**src/rtl/hazard_ctrl_if.sv**
```systemverilog
// Bundle of hazard-detection inputs from the ID/EX/MEM stages and the pipeline
// control outputs. The pipeline side drives through master; the controller uses slave.
interface hazard_ctrl_if #(
    parameter int PC_W  = 16,
    parameter int RA_W  = 5,
    parameter int CNT_W = 32
);
  logic [RA_W-1:0]  id_rs1;
  logic [RA_W-1:0]  id_rs2;
  logic             id_use_rs1;
  logic             id_use_rs2;
  logic [RA_W-1:0]  ex_rd;
  logic             ex_is_load;
  logic             ex_reg_write;
  logic             ex_jb_taken;
  logic [PC_W-1:0]  ex_jb_target;
  logic             dmem_req;
  logic             dmem_ready;
  logic             stall;
  logic             freeze;
  logic             jb;
  logic             pc_sel;
  logic [PC_W-1:0]  pc_target;
  logic [CNT_W-1:0] stall_count;
  logic [CNT_W-1:0] flush_count;
  logic             mem_timeout;

  modport master (
    output id_rs1, id_rs2, id_use_rs1, id_use_rs2, ex_rd, ex_is_load, ex_reg_write,
           ex_jb_taken, ex_jb_target, dmem_req, dmem_ready,
    input  stall, freeze, jb, pc_sel, pc_target, stall_count, flush_count, mem_timeout
  );

  modport slave (
    input  id_rs1, id_rs2, id_use_rs1, id_use_rs2, ex_rd, ex_is_load, ex_reg_write,
           ex_jb_taken, ex_jb_target, dmem_req, dmem_ready,
    output stall, freeze, jb, pc_sel, pc_target, stall_count, flush_count, mem_timeout
  );
endinterface

```
**src/rtl/hazard_ctrl.sv**
```systemverilog
// Pipeline hazard controller: load-use stall, memory-wait freeze, jump/branch
// flush and redirect sequencing, plus saturating event counters and a sticky timeout.
module hazard_ctrl #(
  parameter int PC_W         = 16,
  parameter int RA_W         = 5,
  parameter int FLUSH_CYCLES = 1,
  parameter int MEM_TIMEOUT  = 64,
  parameter int CNT_W        = 32
) (
  input logic         clk,
  input logic         rst,
  hazard_ctrl_if.slave hz
);
  typedef enum logic [1:0] {RUN, FREEZE, REDIRECT} state_t;

  localparam int TC_W = $clog2(MEM_TIMEOUT) + 1;
  localparam logic [2:0]      FLUSH_EXTRA = 3'(FLUSH_CYCLES - 1);
  localparam logic [TC_W-1:0] TC_MAX      = TC_W'(MEM_TIMEOUT - 1);
  localparam logic [TC_W-1:0] TC_SET      = TC_W'(MEM_TIMEOUT - 2);

  state_t           state_reg;
  logic [2:0]       flush_left_reg;
  logic [TC_W-1:0]  tcnt_reg;
  logic             timeout_reg;
  logic [CNT_W-1:0] stall_count_reg;
  logic [CNT_W-1:0] flush_count_reg;

  logic lu, mw;
  logic stall_c, freeze_c, jb_c, pc_sel_c;

  assign mw = hz.dmem_req & ~hz.dmem_ready;
  assign lu = hz.ex_is_load & hz.ex_reg_write & (hz.ex_rd != '0) &
              ((hz.id_use_rs1 & (hz.id_rs1 == hz.ex_rd)) |
               (hz.id_use_rs2 & (hz.id_rs2 == hz.ex_rd)));

  // Mealy controls: the pipeline registers act on these in the same cycle.
  always_comb begin
    stall_c  = 1'b0;
    freeze_c = 1'b0;
    jb_c     = 1'b0;
    pc_sel_c = 1'b0;
    case (state_reg)
      REDIRECT: begin
        if (mw) freeze_c = 1'b1;
        else    jb_c     = 1'b1;
      end
      default: begin
        // FREEZE releasing into a non-waiting cycle is evaluated exactly like RUN.
        if (mw) begin
          freeze_c = 1'b1;
        end else if (hz.ex_jb_taken) begin
          jb_c     = 1'b1;
          pc_sel_c = 1'b1;
        end else if (lu) begin
          stall_c  = 1'b1;
        end
      end
    endcase
  end

  always_ff @(posedge clk) begin
    if (rst) begin
      state_reg       <= RUN;
      flush_left_reg  <= '0;
      tcnt_reg        <= '0;
      timeout_reg     <= 1'b0;
      stall_count_reg <= '0;
      flush_count_reg <= '0;
    end else begin
      case (state_reg)
        REDIRECT: begin
          // The flush countdown pauses while memory holds the pipeline.
          if (!mw) begin
            flush_left_reg <= flush_left_reg - 3'd1;
            if (flush_left_reg <= 3'd1) state_reg <= RUN;
          end
        end
        default: begin
          if (mw) begin
            state_reg <= FREEZE;
          end else if (hz.ex_jb_taken) begin
            flush_left_reg <= FLUSH_EXTRA;
            state_reg      <= (FLUSH_CYCLES > 1) ? REDIRECT : RUN;
          end else begin
            state_reg <= RUN;
          end
        end
      endcase

      if (freeze_c) begin
        if (tcnt_reg != TC_MAX) tcnt_reg <= tcnt_reg + TC_W'(1);
        if (tcnt_reg >= TC_SET) timeout_reg <= 1'b1;
      end else begin
        tcnt_reg <= '0;
      end

      if ((stall_c | freeze_c) && !(&stall_count_reg))
        stall_count_reg <= stall_count_reg + CNT_W'(1);
      if (pc_sel_c && !(&flush_count_reg))
        flush_count_reg <= flush_count_reg + CNT_W'(1);
    end
  end

  assign hz.stall       = stall_c;
  assign hz.freeze      = freeze_c;
  assign hz.jb          = jb_c;
  assign hz.pc_sel      = pc_sel_c;
  assign hz.pc_target   = pc_sel_c ? hz.ex_jb_target : '0;
  assign hz.stall_count = stall_count_reg;
  assign hz.flush_count = flush_count_reg;
  assign hz.mem_timeout = timeout_reg;
endmodule

```
**src/flat_wrapper.sv**
```systemverilog
// flat-port wrapper written by rule: the top's interface ports become plain ports
module hazard_ctrl_flat 
#(
  parameter int PC_W         = 16,
  parameter int RA_W         = 5,
  parameter int FLUSH_CYCLES = 1,
  parameter int MEM_TIMEOUT  = 64,
  parameter int CNT_W        = 32
)
  (clk, rst, hz_id_rs1, hz_id_rs2, hz_id_use_rs1, hz_id_use_rs2, hz_ex_rd, hz_ex_is_load, hz_ex_reg_write, hz_ex_jb_taken, hz_ex_jb_target, hz_dmem_req, hz_dmem_ready, hz_stall, hz_freeze, hz_jb, hz_pc_sel, hz_pc_target, hz_stall_count, hz_flush_count, hz_mem_timeout);
  hazard_ctrl_if #(.PC_W(PC_W), .RA_W(RA_W), .CNT_W(CNT_W)) hz_i ();
  input logic clk;
  input logic rst;
  input wire logic [$bits(hz_i.id_rs1)-1:0] hz_id_rs1;
  input wire logic [$bits(hz_i.id_rs2)-1:0] hz_id_rs2;
  input wire logic [$bits(hz_i.id_use_rs1)-1:0] hz_id_use_rs1;
  input wire logic [$bits(hz_i.id_use_rs2)-1:0] hz_id_use_rs2;
  input wire logic [$bits(hz_i.ex_rd)-1:0] hz_ex_rd;
  input wire logic [$bits(hz_i.ex_is_load)-1:0] hz_ex_is_load;
  input wire logic [$bits(hz_i.ex_reg_write)-1:0] hz_ex_reg_write;
  input wire logic [$bits(hz_i.ex_jb_taken)-1:0] hz_ex_jb_taken;
  input wire logic [$bits(hz_i.ex_jb_target)-1:0] hz_ex_jb_target;
  input wire logic [$bits(hz_i.dmem_req)-1:0] hz_dmem_req;
  input wire logic [$bits(hz_i.dmem_ready)-1:0] hz_dmem_ready;
  output wire logic [$bits(hz_i.stall)-1:0] hz_stall;
  output wire logic [$bits(hz_i.freeze)-1:0] hz_freeze;
  output wire logic [$bits(hz_i.jb)-1:0] hz_jb;
  output wire logic [$bits(hz_i.pc_sel)-1:0] hz_pc_sel;
  output wire logic [$bits(hz_i.pc_target)-1:0] hz_pc_target;
  output wire logic [$bits(hz_i.stall_count)-1:0] hz_stall_count;
  output wire logic [$bits(hz_i.flush_count)-1:0] hz_flush_count;
  output wire logic [$bits(hz_i.mem_timeout)-1:0] hz_mem_timeout;
  assign hz_i.id_rs1 = hz_id_rs1;
  assign hz_i.id_rs2 = hz_id_rs2;
  assign hz_i.id_use_rs1 = hz_id_use_rs1;
  assign hz_i.id_use_rs2 = hz_id_use_rs2;
  assign hz_i.ex_rd = hz_ex_rd;
  assign hz_i.ex_is_load = hz_ex_is_load;
  assign hz_i.ex_reg_write = hz_ex_reg_write;
  assign hz_i.ex_jb_taken = hz_ex_jb_taken;
  assign hz_i.ex_jb_target = hz_ex_jb_target;
  assign hz_i.dmem_req = hz_dmem_req;
  assign hz_i.dmem_ready = hz_dmem_ready;
  assign hz_stall = hz_i.stall;
  assign hz_freeze = hz_i.freeze;
  assign hz_jb = hz_i.jb;
  assign hz_pc_sel = hz_i.pc_sel;
  assign hz_pc_target = hz_i.pc_target;
  assign hz_stall_count = hz_i.stall_count;
  assign hz_flush_count = hz_i.flush_count;
  assign hz_mem_timeout = hz_i.mem_timeout;
  hazard_ctrl #(.PC_W(PC_W), .RA_W(RA_W), .FLUSH_CYCLES(FLUSH_CYCLES), .MEM_TIMEOUT(MEM_TIMEOUT), .CNT_W(CNT_W)) u_core (.clk(clk), .rst(rst), .hz(hz_i));
endmodule
```
**config.mk**
```make
export PLATFORM = sky130hd
export DESIGN_NAME = hazard_ctrl_flat
export DESIGN_NICKNAME = d
export VERILOG_FILES = /design/src/rtl/hazard_ctrl_if.sv /design/src/rtl/hazard_ctrl.sv /design/src/flat_wrapper.sv
export SDC_FILE = /design/constraint.sdc
export NUM_CORES = 1
export LEC_CHECK = 0
export ABC_AREA = 0
export BUFFER_PORTS_ARGS = -buffer_cell sky130_fd_sc_hd__buf_2
export CAP_MARGIN = 20
export CORE_MARGIN = 2
export CORE_UTILIZATION = 54
export CTS_CLUSTER_SIZE = 16
export DETAILED_ROUTE_END_ITERATION = 10
export PLACE_DENSITY = 0.85
export RECOVER_POWER = 100
export SLEW_MARGIN = 20
export SYNTH_ARGS = -nofsm -noshare
export SYNTH_HDL_FRONTEND = slang
export SYNTH_SLANG_ARGS = --single-unit
```
**constraint.sdc**
```tcl
create_clock -name clk -period 3.2 [get_ports clk]
set_input_delay 0.32 -clock clk [delete_from_list [all_inputs] [get_ports clk]]
set_output_delay 0.32 -clock clk [all_outputs]
set_load 0.03 [all_outputs]
```
# Yosys cells after proc, flatten, opt, wreduce, memory -nomap -nowiden
# Cells that the tools add are included.
[word_totals] register_bits=77 in_bits=40
[op_classes] n_addsub=4 magnitude_cmp=2 n_eq_ne=6 mux=19 bitwise_logic=11 n_reduce_logical=12
[op_table] cell="$add 32x1->32 const B" count=2
[op_table] cell="$reduce_and 32->1" count=2
[op_table] cell="$mux 16" count=1
[op_table] cell="$mux 3" count=4
[op_table] cell="$mux 1" count=11
[op_table] cell="$eq 5x5->1" count=2
[op_table] cell="$add 7x1->7 const B" count=1
[op_table] cell="$ge 7x6->1 const B" count=1
[op_table] cell="$ne 7x6->1 const B" count=1
[op_table] cell="$and 1x1->1" count=6
[op_table] cell="$mux 2" count=3
[op_table] cell="$reduce_and 2->1" count=3
[op_table] cell="$reduce_bool 5->1" count=1
[op_table] cell="$le 3x1->1 const B" count=1
[op_table] cell="$not 1->1" count=3
[op_table] cell="$sub 3x1->3 const B" count=1
[op_table] cell="$eq 2x2->1 const B" count=1
[op_table] cell="$logic_and 1x1->1" count=2
[op_table] cell="$logic_not 1->1" count=2
[op_table] cell="$ne 2x1->1 const B" count=1
[op_table] cell="$ne 2x2->1 const B" count=1
[op_table] cell="$or 1x1->1" count=2
[op_table] cell="$reduce_bool 2->1" count=1
[op_table] cell="$reduce_or 2->1" count=1

# Depth between registers and ports, before layout
# Gate-level depths: netlist (run 1).
[depth] word_depth=10 mapped_depth=9 depth_no_buf=8

# Worst setup path before layout (run 1)
# Ideal clock, no wire load.
[synth_timing] path_kind="register to register" from="reg u_core.stall_count_reg[5], in the netlist u_core.hz.stall_count[5]" to="reg u_core.stall_count_reg[29], in the netlist u_core.hz.stall_count[29]" setup_time_ns=0.121 arrival_ns=2.170 setup_slack_ns=0.910 stages_incl_launch_ff=7 path_buffers=0 cell_sequence="dfxtp_1 > nand4_2 > or3_4 > or3_4 > nand3b_4 > nor3_1 > mux2_2"
[synth_via] elab_chain_cells=3 elab_cells_between_ends=4 cone_classes="add/sub: 1; reduce/logical: 3"
[synth_rtl] element="start, declared" line_no="hazard_ctrl.sv:25" rtl="logic [CNT_W-1:0] stall_count_reg;"
[synth_rtl] element="start signal, assigned" line_no="hazard_ctrl.sv:98" rtl="stall_count_reg <= stall_count_reg + CNT_W'(1);"
[synth_rtl] element="parallel branches: the longest is 3 deep, another holds $add 32x1->32"
# Several ways; the timed one is not identified.
# A chain may end at the register's enable or synchronous reset.

# Worst setup path in the final report (run 1)
[layout_timing] from="in rst" to="reg u_core.flush_count_reg[15], in the netlist u_core.hz.flush_count[15]"
[layout_rtl] element="start, declared" line_no="flat_wrapper.sv:13" rtl="input logic rst;"
[layout_rtl] element="end signal, assigned" line_no="hazard_ctrl.sv:100" rtl="flush_count_reg <= flush_count_reg + CNT_W'(1);"
[layout_rtl] element="end, declared" line_no="hazard_ctrl.sv:26" rtl="logic [CNT_W-1:0] flush_count_reg;"
# No word-level cell between the ends.

==> summary.txt, run 1 <==
status -> finished, violations left
failing checks -> max-capacitance violations, max-slew violations
Slew headroom -> -0.339
Setup Buffers After CTS -> 0
Post-Syn Nets -> 489
Setup Crit Path Kind -> in2reg
post-DP HPWL -> 6.56 mm
hold path endpoint -> u_core.hz.mem_timeout$_SDFFE_PP0P_
Worst Clk Skew -> 0.00865 ns
number of synthesized flops with an enable pin -> 0
sw frac -> 0.237
hold buffer count at CTS -> 0
Fillers -> 634
Slew @ Worst Pin -> 2.01 ns
number of synthesized register bits -> 72
Syn Area/Cell -> 8.31 um^2
Die ar. -> 0.00752 mm^2
clock sinks -> 72
Max Fclk -> 396 MHz
Top FF cell, synth -> dfxtp_1
chip height -> 86.7 um
HP Start -> hz_dmem_ready
row count -> 30
largest net degree at the start of global routing -> 49
Pint -> 1.41 mW
Vias -> 3575
Comb power frac -> 0.076
R2R depth -> 6
top cell type by total area after synthesis -> dfxtp_1
Total Wirelength -> 8.93 mm
Initial Utilization -> 0.550
post-layout min period -> 2.53 ns
total congestion overflow -> 0
post-CTS sizing -> 0
critical path fanouts, max -> 48
setup_tns -> 0 ns
synthesis-to-layout area growth -> 19.5%
Sequential Power Share -> 0.491
Post-Place Worst Slack -> 0.953 ns
H-tree levels -> 3
via/cell ratio -> 5.48
Final Hold Vio Count -> 0
Post-Syn Area -> 0.00370 mm^2
Worst Hold Class -> in2reg
initial antenna violation count -> 0
drt first pass iters -> 4
reg-to-reg endpoint -> u_core.hz.stall_count[31]$_SDFFE_PP0P_
number of synthesis warnings -> 0
share of the synthesized area in the top cell type -> 0.390
GP Congestion -> 0.827
clock root buffer -> clkbuf_8
worst skew pair latency -> 0.34 ns
sw power -> 0.438 mW
FF-to-FF setup slack -> 0.79 ns
worst ir drop on vdd -> 0.277 mV
fin worst setup slack -> 0.673 ns
Distinct cells, synth -> 48
CP required -> 3.39 ns
Clock transition at path regs -> 0.08 ns
Startpoint Class -> primary input
Final Max Slew Viols -> 49
Worst EP arrival -> 2.72 ns
Static Leak -> 1.62 nW
top cells by area, synth -> dfxtp_1, xor2_1, nor2_1, xnor2_1, nand3_1
cts bufs inserted -> 9
first-pass GRT wire length -> 13.9 mm
ys async rst share -> 0
clk buf depth -> 2
pwr dens -> 418 mW/mm^2
final period utilization -> 0.790
Max Cap Viol -> 1
final setup vio count -> 0
worst reg2reg startpoint -> u_core.hz.stall_count[5]$_SDFFE_PP0P_
Syn Inst Count -> 445
vias in the first global route -> 3231
Core Area -> 0.00672 mm^2
Wirelength per Cell -> 13.7 um
Antenna Nets Post-Route -> 0
Horiz. Die Dim -> 86.7 um
total I/O pin count -> 125
RSZ-0062 raised after global routing -> no
hold path cells -> 4
Port Buffers -> 124
clock group share of total power -> 0.433
CTS tree -> done
# diodes -> 0
Seq/Total Area, Yosys -> 0.390
Total GRT Usage -> 0.230
DRC -> 0
layout cells sized above 1 -> 0.129
CP Capture Type -> flop
nets@finish -> 611
1st-iter DRT viols -> 112
==> cell usage in the layout (no fill, tap or decap), drive strengths merged, types with 17 or more instances in the layout <==
| master | n |
|---|---|
| clkbuf | 89 |
| nand3 | 34 |
| dfxtp | 72 |
| xor2 | 35 |
| and2 | 17 |
| buf | 48 |
| and3 | 18 |
| nor2 | 71 |
| xnor2 | 25 |
| nor3 | 17 |
| nand4 | 19 |
| nand2 | 31 |
==> area by class of cell <==
class / count / area (um^2) / share of cell area
inverters: 9 / 33.8 / 0.00765
clock inverters: 5 / 80.1 / 0.0181
multi-input cells: 349 / 2090 / 0.472
well taps: 80 / 100 / 0.0227
clock buffers: 11 / 141 / 0.0320
flip-flops and latches: 72 / 1440 / 0.326
repair buffers: 126 / 533 / 0.121
==> power groups by stage <==
| stage | clock network [mW] | logic [mW] | registers [mW] |
|---|---|---|---|
| finish | 0.800 | 0.140 | 0.906 |
| global route | 0.851 | 0.151 | 0.907 |
| CTS | 0.810 | 0.146 | 0.906 |
| detailed placement | 0 | 0.146 | 0.927 |
| global placement | 0 | 0.143 | 0.927 |
| floorplan | 0 | 0.0860 | 0.934 |
==> Yosys cell counts (2+ instances only) <==
library cell  count
nor2_1           71
o21ai_0          12
xor2_1           35
buf_6             2
nand4_1          17
dfxtp_1          72
nor2b_1           6
nand2_1          31
and3_1           15
nand4_2           2
nand2b_1          3
and3_2            3
and4_1            5
nor3_1           16
or3_4             3
xnor2_1          25
nor4_1            2
ha_1              4
clkbuf_1         10
a21oi_1          15
nand3_1          33
mux2_2            3
or3_1            11
and2_1           17
inv_1             9
==> kinds of logic after synthesis <==
kind of cell | after synthesis | share of synthesized area
simple gates | 245 | 0.351
compound gates | 35 | 0.0545
fa+ha+maj | 4 | 0.0135
mux | 5 | 0.0149
buf+inv | 24 | 0.0339
xor+xnor | 60 | 0.142
flops | 72 | 0.390
==> worst max path at each step <==
stage                                                      from                                endpoint  slack [ns]  cells past startpoint
after global routing                                        rst  u_core.hz.flush_count[18]$_SDFFE_PP0P_        0.48                      3
after floorplan           u_core.hz.stall_count[5]$_SDFFE_PP0P_  u_core.hz.stall_count[29]$_SDFFE_PP0P_        0.91                      6
final                                                       rst  u_core.hz.flush_count[15]$_SDFFE_PP0P_        0.67                      3
after CTS                 u_core.hz.stall_count[0]$_SDFFE_PP0P_  u_core.hz.stall_count[20]$_SDFFE_PP0P_        0.93                      7
after global placement    u_core.hz.stall_count[6]$_SDFFE_PP0P_  u_core.hz.stall_count[31]$_SDFFE_PP0P_        1.04                      6
after detailed placement  u_core.hz.stall_count[0]$_SDFFE_PP0P_  u_core.hz.stall_count[20]$_SDFFE_PP0P_        0.95                      7
==> layer usage <==
metal | routed length (um) | track usage
met5 | 0 | 0
met4 | 106 | 0.0895
met3 | 553 | 0.0476
met2 | 4440 | 0.417
met1 | 3840 | 0.265
==> worst max-delay path, stage by stage <==
cell,delay (ns)
clkbuf_1,1.41
clkbuf_1,0.83
nor2_1,0.14
==> per-stage QoR <==
step	cell area [um^2]	utilization	std cells	hold WS, ns	power [mW]
final	4420	0.657	652	0.360	1.85
after global routing	4420	0.657	652	0.426	1.91
after CTS	4560	0.679	652	0.355	1.86
after detailed placement	4340	0.646	636	0.467	1.07
after global placement	4340	0.646	636	0.453	1.07
after floorplan	3700	-	445	0.472	1.02
(Power assumes the default switching activity.)
==> run 2, diff against run 1 <==
CORE_UTILIZATION = 46   (was 54)
PLACE_DENSITY = 0.77   (was 0.85)
clock period = 2.3 ns   (was 3.2 ns; I/O delays follow)
==> summary.txt, run 2 (synthesized netlist as in run 1, its figures left out) <==
status -> complete, no violations
H-tree levels -> 3
post-layout min period -> 2.18 ns
nets@finish -> 624
final setup vio count -> 0
worst skew pair latency -> 0.34 ns
Slew headroom -> 0.531
Setup Crit Path Kind -> reg2reg
Clock transition at path regs -> 0.08 ns
Max Cap Viol -> 0
layout cells sized above 1 -> 0.161
worst ir drop on vdd -> 0.387 mV
total congestion overflow -> 0
via/cell ratio -> 5.21
# diodes -> 0
CP required -> 2.53 ns
hold buffer count at CTS -> 0
Slew @ Worst Pin -> 0.704 ns
vias in the first global route -> 3153
Worst Hold Class -> in2reg
non-filler instance count after layout -> 687
final period utilization -> 0.946
Total Wirelength -> 9.07 mm
clk buf depth -> 2
initial antenna violation count -> 0
Antenna Nets Post-Route -> 0
Worst EP arrival -> 2.40 ns
Wirelength per Cell -> 13.2 um
commonest non-fill, non-tap cell in the layout -> clkbuf_1
Port Buffers -> 124
GP Congestion -> 0.854
CTS tree -> done
Initial Utilization -> 0.476
pwr dens -> 570 mW/mm^2
Startpoint Class -> flop
critical path fanouts, max -> 6
Final Hold Vio Count -> 0
Vias -> 3578
Static Leak -> 1.72 nW
clock root buffer -> clkbuf_8
Hold WS -> 0.301 ns
Worst Clk Skew -> 0.00982 ns
chip height -> 93.6 um
1st-iter DRT viols -> 132
clock sinks -> 72
DRC -> 0
post-DP HPWL -> 6.63 mm
row count -> 32
Total GRT Usage -> 0.203
first-pass GRT wire length -> 14.3 mm
most frequent cells in the layout -> clkbuf_1, nor2_1, dfxtp_1
cts bufs inserted -> 9
Max Fclk -> 459 MHz
Final Max Slew Viols -> 0
total I/O pin count -> 125
Placed Cells -> 670
synthesis-to-layout area growth -> 24.6%
CP Capture Type -> flop
largest net degree at the start of global routing -> 34
Core Area -> 0.00777 mm^2
Horiz. Die Dim -> 93.6 um
drt first pass iters -> 4
post-route cell area -> 0.00461 mm^2
Cell Area, Placed -> 0.00446 mm^2
Die ar. -> 0.00877 mm^2
final core occ -> 0.593
==> run 2: cell count changes in the layout (fill, tap and decap cells not counted), moves of 3 or more <==
cell      delta
nor3_1       -3
nor3_2       +3
and2_1       +4
and2_0       -4
clkbuf_1     +3
buf_4       +12
==> run 2: metrics by stage <==
stage	setup TNS, ns	power [mW]	setup WS [ns]
2_1_floorplan	0	1.42	0.00976
3_3_place_gp	0	1.49	0.190
3_5_place_dp	0	1.50	0.136
4_1_cts	0	2.65	0.106
5_1_grt	-0.000251	2.71	-0.000251
6_report	0	2.63	0.123
==> run 2: timing repair <==
action                     in CTS  in global routing
gates resized for setup         0                  3
setup buffers                   0                  0
setup endpoints to repair       0                  7
==> run 2: layout make-up <==
type	instances	area [um^2]
clock buffers	14	173
well taps	102	128
fillers	747	3160
inverters	9	33.8
repair buffers	138	621
flip-flops and latches	72	1440
clock inverters	2	60.1
multi-input cells	350	2150
==> run 2: routing by layer <==
metal,global-route usage,up-vias,part of all wire
met3,0.0516,8,0.070
met2,0.343,122,0.47
met5,0,-,0
met4,0.0568,0,0.013
li1,-,1798,-
met1,0.258,1650,0.45
==> run 2: critical path, stage by stage, from the launching register on <==
cell      delay [ns]
dfxtp_1         0.40
nand4_2         0.16
or3_4           0.45
or3_4           0.35
nand3b_4        0.19
nor3_1          0.17
mux2_2          0.35
==> run 2: report_power, final <==
part	total [mW]	internal, mW	switching (mW)
clock	1.16	0.702	0.459
sequential	1.26	1.25	0.00791
combinational	0.205	0.0728	0.132
total	2.63	2.03	0.599
==> run 2: final timing paths <==
kind	startpoint	depth (start not counted)	slack [ns]	to
worst max-delay path	u_core.hz.stall_count[7]$_SDFFE_PP0P_	6	0.12	u_core.hz.stall_count[31]$_SDFFE_PP0P_
worst min-delay path	rst	2	0.30	u_core.hz.stall_count[30]$_SDFFE_PP0P_
worst max register to register	u_core.hz.stall_count[7]$_SDFFE_PP0P_	6	0.12	u_core.hz.stall_count[31]$_SDFFE_PP0P_
worst min register to register	u_core.hz.mem_timeout$_SDFFE_PP0P_	2	0.49	u_core.hz.mem_timeout$_SDFFE_PP0P_
==> run 3, diff against run 2 <==
REMOVE_ABC_BUFFERS = 1   (was default)
==> summary.txt, run 3 (synthesized netlist as in run 1, its figures left out) <==
Antenna Nets Post-Route -> 0
Setup Crit Path Kind -> reg2reg
Slew headroom -> 0.546
1st-iter DRT viols -> 93
worst ir drop on vdd -> 0.357 mV
Horiz. Die Dim -> 93.6 um
GP Congestion -> 0.813
Slew @ Worst Pin -> 0.680 ns
clk buf depth -> 2
Worst Clk Skew -> 0.00815 ns
Port Buffers -> 124
hold path endpoint -> u_core.hz.mem_timeout$_SDFFE_PP0P_
post-route cell area -> 0.00453 mm^2
post-layout min period -> 2.22 ns
via/cell ratio -> 5.21
post-CTS sizing -> 0
Die ar. -> 0.00877 mm^2
layout cells sized above 1 -> 0.164
critical path fanouts, max -> 11
FF-to-FF setup slack -> 0.08 ns
chip height -> 93.6 um
Clock transition at path regs -> 0.07 ns
DR WL met2 -> 4.34 mm
Total GRT Usage -> 0.204
cell breakdown of the critical path -> nand2_1 > or2_1 > nor3_1 > or3b_4 > nand3_1 > nor3_1 > mux2_2
Hold WS -> 0.366 ns
Initial Utilization -> 0.476
Static Leak -> 1.70 nW
Worst EP arrival -> 2.45 ns
status -> complete, no violations
final period utilization -> 0.965
hold buffer count at CTS -> 0
met3 wire len -> 547 um
synthesis-to-layout area growth -> 22.6%
total congestion overflow -> 0
Final Hold Vio Count -> 0
most frequent cells in the layout -> clkbuf_1, nor2_1, dfxtp_1
largest net degree at the start of global routing -> 39
Worst Hold Class -> in2reg
post-DP HPWL -> 6.64 mm
DRC -> 0
Setup Buffers After CTS -> 0
CP Capture Type -> flop
final setup vio count -> 0
clock root buffer -> clkbuf_8
Core Area -> 0.00777 mm^2
CTS tree -> done
HP Start -> hz_dmem_ready
vias in the first global route -> 3307
RSZ-0062 raised after global routing -> yes
worst skew pair latency -> 0.34 ns
CP required -> 2.53 ns
Max Cap Viol -> 0
pwr dens -> 510 mW/mm^2
initial antenna violation count -> 0
nets@finish -> 623
Wirelength per Cell -> 12.9 um
delay of the slowest cell on the worst path -> 0.52 ns
Placed Cells -> 669
Startpoint Class -> flop
row count -> 32
Cell Area, Placed -> 0.00445 mm^2
total I/O pin count -> 125
H-tree levels -> 3
Vias -> 3559
hold path cells -> 5
non-filler instance count after layout -> 683
worst reg2reg startpoint -> u_core.hz.stall_count[13]$_SDFFE_PP0P_
clock sinks -> 72
Max Fclk -> 451 MHz
R2R depth -> 7
Critical Path Slowest Stage Cell -> or3b_4
Final Max Slew Viols -> 0
Post-Route M1 WL -> 3.76 mm
drt first pass iters -> 4
commonest non-fill, non-tap cell in the layout -> clkbuf_1
reg-to-reg endpoint -> u_core.hz.stall_count[20]$_SDFFE_PP0P_
Total Wirelength -> 8.82 mm
cts bufs inserted -> 9
first-pass GRT wire length -> 14.6 mm
CP most frequent cell -> nor3_1
# diodes -> 0
DR top layer -> met4
crit path from -> u_core.hz.stall_count[13]$_SDFFE_PP0P_
[run 3: cell count changes in the layout (fill, tap and decap cells not counted), moves of 2 or more]
cell	previous run	this run
buf_2	46	50
bufinv_16	2	0
and2_1	12	10
clkbuf_1	82	76
and2_0	5	7
[run 3: cell type report]
| class | instances | area, um^2 |
|---|---|---|
| repair buffers | 137 | 622 |
| clock inverters | 1 | 5.00 |
| fillers | 748 | 3240 |
| inverters | 9 | 33.8 |
| well taps | 102 | 128 |
| clock buffers | 12 | 155 |
| multi-input cells | 350 | 2140 |
| flip-flops and latches | 72 | 1440 |
[run 3: power by group]
| group | switching [mW] | internal [mW] | total [mW] |
|---|---|---|---|
| sequential | 0.00827 | 1.25 | 1.26 |
| clock | 0.419 | 0.431 | 0.851 |
| combinational | 0.127 | 0.0712 | 0.199 |
[run 3: routing by layer]
metal / track usage / up-vias
met5: 0 / -
met4: 0.0688 / 0
met3: 0.0459 / 14
met2: 0.366 / 102
met1: 0.240 / 1653
li1: - / 1790
[run 3: critical path, delay by kind of cell, from the launching register on]
kind,cells,cell delay (ns)
DFF,1,0.38
muxes,1,0.26
and+or+nand+nor,6,1.46
[run 3: worst max path at each step]
stage                                        endpoint  slack, ns
4_1_cts         u_core.hz.flush_count[9]$_SDFFE_PP0P_       0.11
3_3_place_gp   u_core.hz.stall_count[20]$_SDFFE_PP0P_       0.16
2_1_floorplan  u_core.hz.flush_count[18]$_SDFFE_PP0P_      -0.64
3_5_place_dp   u_core.hz.stall_count[20]$_SDFFE_PP0P_       0.13
6_report       u_core.hz.stall_count[20]$_SDFFE_PP0P_       0.08
5_1_grt        u_core.hz.stall_count[20]$_SDFFE_PP0P_      -0.02
[run 3: through the flow]
step	TNS (ns)	power, mW	util	worst slack, ns
floorplan	-18.75	1.40	-	-0.645
detailed placement	0	1.50	0.573	0.134
CTS	0	2.34	0.594	0.111
global route	-0.0224	2.41	0.583	-0.0165
finish	0	2.31	0.583	0.0809
global placement	0	1.49	0.573	0.157
